==> src/rtl/thread_fetch_scheduler.sv <==
// N-thread fetch front end: per-thread PCs, round-robin pick of one eligible thread per cycle.
// Latency 1: the selected thread's PC/tid appear on the registered outputs the cycle after issue.
// fetch_stall_i holds the presented fetch and blocks new issue; a redirect of the held thread kills it.
module thread_fetch_scheduler #(
  parameter int                    NUM_THREADS     = 4,
  parameter int                    TID_WIDTH       = (NUM_THREADS > 1) ? $clog2(NUM_THREADS) : 1,
  parameter int                    ADDR_WIDTH      = 32,
  parameter logic [ADDR_WIDTH-1:0] RESET_PC_BASE   = 'h0000_0000,
  parameter logic [ADDR_WIDTH-1:0] RESET_PC_STRIDE = 'h0001_0000
) (
  input  logic                   clk_i,
  input  logic                   rst_i,
  input  logic                   fetch_stall_i,
  input  logic [NUM_THREADS-1:0] thread_enable_i,
  input  logic                   load_we_i,
  input  logic [TID_WIDTH-1:0]   load_tid_i,
  input  logic [ADDR_WIDTH-1:0]  load_pc_i,
  input  logic                   block_set_i,
  input  logic [TID_WIDTH-1:0]   block_set_tid_i,
  input  logic                   block_clr_i,
  input  logic [TID_WIDTH-1:0]   block_clr_tid_i,
  output logic                   valid_out_o,
  output logic [ADDR_WIDTH-1:0]  pc_out_o,
  output logic [TID_WIDTH-1:0]   tid_out_o
);

  logic [ADDR_WIDTH-1:0]  pc_q [NUM_THREADS];
  logic [ADDR_WIDTH-1:0]  pc_d [NUM_THREADS];
  logic [NUM_THREADS-1:0] blocked_q, blocked_d;
  logic [TID_WIDTH-1:0]   rr_ptr_q, rr_ptr_d;
  logic                   valid_q, valid_d;
  logic [ADDR_WIDTH-1:0]  pc_out_q, pc_out_d;
  logic [TID_WIDTH-1:0]   tid_out_q, tid_out_d;

  logic [NUM_THREADS-1:0] eligible;
  logic [TID_WIDTH-1:0]   scan_idx;
  logic [TID_WIDTH-1:0]   sel;
  logic                   any_elig;
  logic                   issue;
  logic [ADDR_WIDTH-1:0]  ipc;

  // Eligibility and round-robin selection; a block arriving this cycle already masks its thread.
  always_comb begin
    eligible = '0;
    scan_idx = '0;
    sel      = '0;
    any_elig = 1'b0;
    for (int t = 0; t < NUM_THREADS; t++) begin
      eligible[t] = thread_enable_i[t] & ~blocked_q[t] &
                    ~(block_set_i && (block_set_tid_i == TID_WIDTH'(t)));
    end
    for (int i = 0; i < NUM_THREADS; i++) begin
      scan_idx = TID_WIDTH'((int'(rr_ptr_q) + i) % NUM_THREADS);
      if (!any_elig && eligible[scan_idx]) begin
        any_elig = 1'b1;
        sel      = scan_idx;
      end
    end
    issue = ~fetch_stall_i & any_elig;
    // A redirect to the thread being issued this cycle is bypassed straight to the fetch.
    ipc   = (load_we_i && (load_tid_i == sel)) ? load_pc_i : pc_q[sel];
  end

  // Next-state: PC table, block flags, pointer and the presented fetch.
  always_comb begin
    blocked_d = blocked_q;
    rr_ptr_d  = rr_ptr_q;
    valid_d   = valid_q;
    pc_out_d  = pc_out_q;
    tid_out_d = tid_out_q;
    for (int t = 0; t < NUM_THREADS; t++) begin
      pc_d[t] = pc_q[t];
      if (issue && (sel == TID_WIDTH'(t))) begin
        pc_d[t] = ipc + ADDR_WIDTH'(4);
      end else if (load_we_i && (load_tid_i == TID_WIDTH'(t))) begin
        pc_d[t] = load_pc_i;
      end
      // Set wins over clear when both target the same thread.
      if (block_set_i && (block_set_tid_i == TID_WIDTH'(t))) begin
        blocked_d[t] = 1'b1;
      end else if (block_clr_i && (block_clr_tid_i == TID_WIDTH'(t))) begin
        blocked_d[t] = 1'b0;
      end
    end
    if (!fetch_stall_i) begin
      if (any_elig) begin
        valid_d   = 1'b1;
        tid_out_d = sel;
        pc_out_d  = ipc;
        rr_ptr_d  = (sel == TID_WIDTH'(NUM_THREADS - 1)) ? '0 : sel + TID_WIDTH'(1);
      end else begin
        valid_d   = 1'b0;
      end
    end else if (load_we_i && valid_q && (load_tid_i == tid_out_q)) begin
      // The held fetch belongs to a thread that was just redirected: it is stale.
      valid_d = 1'b0;
    end
  end

  // State registers with synchronous reset; reset PCs are spread by the stride.
  always_ff @(posedge clk_i) begin
    if (rst_i) begin
      for (int t = 0; t < NUM_THREADS; t++) begin
        pc_q[t] <= RESET_PC_BASE + ADDR_WIDTH'(t) * RESET_PC_STRIDE;
      end
      blocked_q <= '0;
      rr_ptr_q  <= '0;
      valid_q   <= 1'b0;
      pc_out_q  <= '0;
      tid_out_q <= '0;
    end else begin
      for (int t = 0; t < NUM_THREADS; t++) begin
        pc_q[t] <= pc_d[t];
      end
      blocked_q <= blocked_d;
      rr_ptr_q  <= rr_ptr_d;
      valid_q   <= valid_d;
      pc_out_q  <= pc_out_d;
      tid_out_q <= tid_out_d;
    end
  end

  assign valid_out_o = valid_q;
  assign pc_out_o    = pc_out_q;
  assign tid_out_o   = tid_out_q;

endmodule
==> config.mk <==
export PLATFORM = sky130hd
export DESIGN_NAME = thread_fetch_scheduler
export DESIGN_NICKNAME = d
export VERILOG_FILES = /design/src/rtl/thread_fetch_scheduler.sv
export SDC_FILE = /design/constraint.sdc
export NUM_CORES = 1
export LEC_CHECK = 0
export BUFFER_PORTS_ARGS = -buffer_cell sky130_fd_sc_hd__buf_2
export CAP_MARGIN = 20
export CELL_PAD_IN_SITES_DETAIL_PLACEMENT = 1
export CELL_PAD_IN_SITES_GLOBAL_PLACEMENT = 1
export CORE_MARGIN = 2
export CORE_UTILIZATION = 30
export CTS_CLUSTER_SIZE = 25
export DETAILED_ROUTE_END_ITERATION = 8
export PLACE_DENSITY = 0.65
export SLEW_MARGIN = 20
export SYNTH_ARGS = -nofsm -noshare
export SYNTH_HDL_FRONTEND = slang
export SYNTH_SLANG_ARGS = --single-unit
==> constraint.sdc <==
create_clock -name clk_i -period 5.4 [get_ports clk_i]
set_input_delay 1.08 -clock clk_i [delete_from_list [all_inputs] [get_ports clk_i]]
set_output_delay 1.08 -clock clk_i [all_outputs]
set_load 0.05 [all_outputs]
### Yosys cells after proc, flatten, opt, wreduce, memory -nomap -nowiden

Memories as Yosys holds them, arrays and structs flattened.
Index checks and enable logic that the tools add are counted.

| word-level totals | value |
|---|---|
| flip-flop bits (word level) | 41 |
| memory bits (writable) | 128 |
| output and inout bits | 35 |
| word-level logic and storage cells | 141 |
| memories | 1 |

Memory list:

| memory | depth | bits a word | read ports | clocked after Yosys merged registers in | wr ports | line | text |
|---|---|---|---|---|---|---|---|
| pc_q | 4 | 32 | 1 | 0 | 4 | 27 | `logic [ADDR_WIDTH-1:0] pc_q [NUM_THREADS];` |

| cells by class | value |
|---|---|
| $add $sub $neg | 5 |
| magnitude comparators | 4 |
| equal/unequal tests | 19 |
| muxes and demuxes | 44 |
| bitwise gates (word level) | 22 |
| reduce and logical (&&, ||, !) cells | 38 |

Operator list:

| cell | number |
|---|---|
| $mux 32 | 13 |
| $add 32x3->32 const B | 1 |
| $logic_and 1x1->1 | 22 |
| $mux 1 | 22 |
| $eq 2x2->1 const B | 8 |
| $lt 2x3->1 const B | 4 |
| $mux 2 | 5 |
| $reduce_and 2->1 | 5 |
| $and 1x1->1 | 9 |
| $not 1->1 | 9 |
| $bmux 1 s2 | 4 |
| $eq 2x1->1 const B | 4 |
| $logic_not 2->1 | 4 |
| $ne 2x2->1 const B | 4 |
| $reduce_bool 2->1 | 4 |
| $add 2x1->2 const B | 2 |
| $add 2x2->2 const B | 2 |
| $eq 2x2->1 | 2 |
| $or 1x1->1 | 4 |
| $logic_not 1->1 | 3 |
| $ne 2x1->1 const B | 1 |

### Longest topological paths before layout

| depth | value |
|---|---|
| depth in word-level cells | 22 |
| depth in mapped cells | 21 |

### Least setup slack after synthesis

Ideal clock, no wire load.

| path | value |
|---|---|
| path kind | input to register |
| start point | in block_set_tid_i[1] |
| end point | mem pc_q[2][8] (data pin) |
| setup time | 0.270 ns |
| arrival time | 4.983 ns |
| slack | 0.147 ns |
| cell stages on the path | 19 |
| buffers on the path | 7 |
| cells stage by stage | or3b_4 > and2_4 > a32o_1 > buf_4 > nor4_4 > o211a_1 > buf_6 > buf_6 > buf_2 > buf_1 > buf_2 > a21oi_1 > inv_1 > ha_1 > nand2_1 > buf_2 > or4_1 > nand3_1 > a21oi_1 |

RTL lines:

| element | line | text |
|---|---|---|
| start, declared | 19 | `input logic [TID_WIDTH-1:0] block_set_tid_i,` |
| end, declared | 27 |  |

==> metrics.md <==
| Metric | Value |
|---|---|
| CTS buffer count | `17` |
| Worst VDD drop | `roughly 0.00022 V` |
| Worst-path clk slew | `0.06 ns` |
| FP Rows | `70` |
| Mapped Avg Cell Area | `9.03 um2` |
| Synth area leader | `edfxtp_1` |
| Status | `completed` |
| WP data arrival | `5.06 ns` |
| Final Max Slew Viols | `0` |
| CTS tree | `done` |
| Fin cells | `1767` |
| Pwr Total | `4460 uW` |
| Area Growth Syn to Fin | `15.4%` |
| Worst Hold Class | `flip-flop to flip-flop` |
| Critical Path Sink Type | `flip-flop` |
| Post-synth EDFFs | `128` |
| Sw power | `1750 uW` |
| Post-CTS setup buffer count | `0` |
| Pwr dens | `347 nW/um2` |
| Share of total power in combinational logic | `between 30% and 40%` |
| IO buf count | `82` |
| FF-to-FF End | `pc_q[3][26]$_SDFFCE_PN0P_` |
| Worst setup SP type | `input port` |
| Die width | `about 200 um` |
| Slew HR | `about a quarter` |
| #FFs+latches synth | `between 150 and 200` |
| Hold Fails Final Rpt | `0` |
| Die area | `38700 um2` |
| Buffers and inverters on the worst path | `4` |
| Syn nets | `about 1300` |
| Leak Pwr | `0.00463 uW` |
| CP cell instances | `buf_2, or3b_4, a32o_1, a221o_2, clkinv_4, buf_4, a41oi_1, a32o_1, o21ai_0, ha_1, nand2_1, buf_4, nor4_2, and3_1, o211ai_1` |
| Fill cells | `4282` |
| Total placed cells including tap cells | `approximately 1700` |
| Fin nets | `around 1300` |
| Slowest stage delay, CP | `0.42 ns` |
| Worst slew pin tran | `1.11 ns` |
| Cell Area, Synth | `11100 um2` |
| Seq/Total Area, Yosys | `41.9%` |
| RD Place Congestion | `0.838` |
| Max Cap Violations | `0` |
| Post-Route WL | `~46 mm` |
| Ports | `83` |
| Cts repair resizes | `0` |
| Crit path from | `block_set_tid_i[1]` |
| Via density per instance | `slightly above 6` |
| Vias in the first global route | `11100` |
| WP depth | `15` |
| Grt total ovfl | `0` |
| Most frequent cells in the layout | `133 x nand3_1, 128 x nand2_1, 128 x edfxtp_1, 110 x nor2_1, 82 x buf_2` |
| CP required | `5.59 ns` |
| Via count | `around 11000` |
| R2r startpoint | `rr_ptr_q[1]$_SDFFE_PP0P_` |
| Die outline height | `roughly 200 um` |
| Max Fclk | `205 MHz` |
| Clock skew | `about 0.014 ns` |
| Clock buffer depth | `2` |
| Worst path slowest cell | `or3b_4` |
| Fin crit period | `4.87 ns` |
| # DRC | `0` |
| Clock Power Share | `between 20 and 30%` |
| Remaining antenna violation count | `0` |
| Top cells by area, synth | `edfxtp_1 35%, dfxtp_1 7.4%, nand3_1 6.0%` |
| Sequential Power Share | `between 30% and 40%` |
| 1st-pass router iterations | `7` |
| Worst setup margin | `0.532 ns` |
| CTS root buffer | `clkbuf_16` |
| Yosys cell types | `78` |
| Crit path max-delay family | `compound AO/OA/AOI/OAI gates` |
| Commonest non-fill, non-tap cell in the layout | `nand3_1` |
| Pin count of the biggest net entering global routing | `50` |
| Part of the cycle the worst path needs | `approximately 90%` |
| Max FO, Critical Path | `18` |
| WS Path Type | `input port to flip-flop` |
| Initial antenna violation count | `1` |
| Final setup TNS | `0 ns` |
| Core area | `36600 um2` |
| Net Sw Frac | `39.3%` |
| RSZ-0062 raised after global routing | `no` |
| Mapped Cells | `around 1200` |
| First-pass GRT wire length | `69.8 mm` |
| Routed len/inst | `26.2 um` |
| Clock Latency Late Sink | `0.46 ns` |
| GRT Util Overall | `23.9%` |
| Share of cells above drive strength 1 | `19.3%` |
| Yosys warnings | `0` |
| Hold_buf cts | `0` |
| Critical Path Sink | `pc_q[3][26]$_SDFFCE_PN0P_` |
| Reg-to-reg slack, setup | `a little over 0.9 ns` |
| Async S/R FF share, synth | `0%` |
| Sink Count | `169` |
| Synth top area share | `roughly a third` |
| HPWL Detailed | `about 30 mm` |
| Post-synth top flop | `edfxtp_1` |
| Initial Util | `a little under a third` |
| R2R cell count | `13` |
| Final setup violation count | `0` |
| Internal power | `approximately 2700 uW` |
| Hold path startpoint | `pc_out_o[3]$_SDFFE_PP0P_` |
| Placement Setup Slack | `0.118 ns` |
| Initial detailed-routing violation count | `895` |
| CTS HTree Levels | `4` |
==> worst register-to-register path: cells and delay by family (launching register included) <==
family / cells / cell delay [ns]
simple gates: 5 / 1.74
compound gates: 5 / 1.21
buf+inv: 2 / 0.55
flops: 1 / 0.41
fa+ha+maj: 1 / 0.33
==> logic make-up (layout without fill, tap and decap cells) <==
| group | after synthesis | count (layout) | synth area share (%) |
|---|---|---|---|
| DFF | 169 | 169 | 41.9 |
| other | 0 | 1 | 0 |
| muxes | 30 | 30 | 2.79 |
| buffers and inverters | 133 | 197 | 5.54 |
| and+or+nand+nor | 542 | 542 | 25.4 |
| AOI/OAI and AO/OA | 343 | 343 | 22.7 |
| adders and majority gates | 5 | 5 | 0.562 |
| xor gates and xnor gates | 12 | 12 | 1.11 |
==> registers in the layout, indices dropped and copies added (netlist names) <==
register     count
tid_out_o        2
blocked_q        4
pc_q           128
rr_ptr_q         2
valid_out_o      1
pc_out_o        32
==> routing by layer <==
metal	part of all wire [%]	track usage (%)	vias up
li1	-	-	4921
met1	42	30.9	5558
met2	49	40.3	425
met3	6.0	3.52	99
met4	3.4	9.66	0
met5	0	0	-
==> layout make-up <==
type | count | area (um2) | share of cell area (%)
Multi-Input combinational cell | 932 | 5940 | 46.3
Sequential cell | 169 | 4660 | 36.3
Timing Repair Buffer | 159 | 1030 | 7.98
Tap cell | 468 | 586 | 4.56
Clock buffer | 21 | 493 | 3.84
Clock inverter | 11 | 108 | 0.837
Inverter | 6 | 27.5 | 0.214
Antenna cell | 1 | 2.50 | 0.0195
==> power groups by stage <==
stage	clock, uW	sequential (uW)	combinational (uW)
6_report	1290	1610	1550
5_1_grt	1350	1630	1660
4_1_cts	1310	1620	1540
3_5_place_dp	0	1640	1530
3_3_place_gp	0	1640	1500
2_1_floorplan	0	1740	874
==> stage by stage <==
stage	util (%)	cell area (um2)	hold slack [ns]
5_1_grt	35.1	12900	0.516
2_1_floorplan	-	11100	0.455
6_report	35.1	12900	0.476
3_3_place_gp	33.4	12200	0.463
4_1_cts	35.0	12800	0.489
3_5_place_dp	33.4	12200	0.480
==> synth_stat cells (9+ instances only) <==
library cell and instances:
nand3_1 133, edfxtp_1 128, nand2_1 128, nor2_1 112
clkbuf_1 74, a21oi_1 58, nand4_1 56, a211oi_1 51
o31ai_1 45, dfxtp_1 41, o21ai_0 36, buf_2 33
a32oi_1 27, mux2i_1 22, a41oi_1 21, or3_1 21
o211ai_1 18, o31a_1 16, nand2b_1 14, a31oi_1 13
and3_1 13, a32o_1 12, nor4_2 11, buf_4 9
==> worst min-delay path by stage <==
stage	depth (start not counted)	to
after floorplan	2	blocked_q[3]$_SDFFE_PP0P_
after global placement	2	pc_out_o[3]$_SDFFE_PP0P_
after detailed placement	2	pc_out_o[3]$_SDFFE_PP0P_
after CTS	2	pc_out_o[3]$_SDFFE_PP0P_
after global routing	2	pc_out_o[3]$_SDFFE_PP0P_
final	2	pc_out_o[3]$_SDFFE_PP0P_
Power figures use the tool's default switching activity.
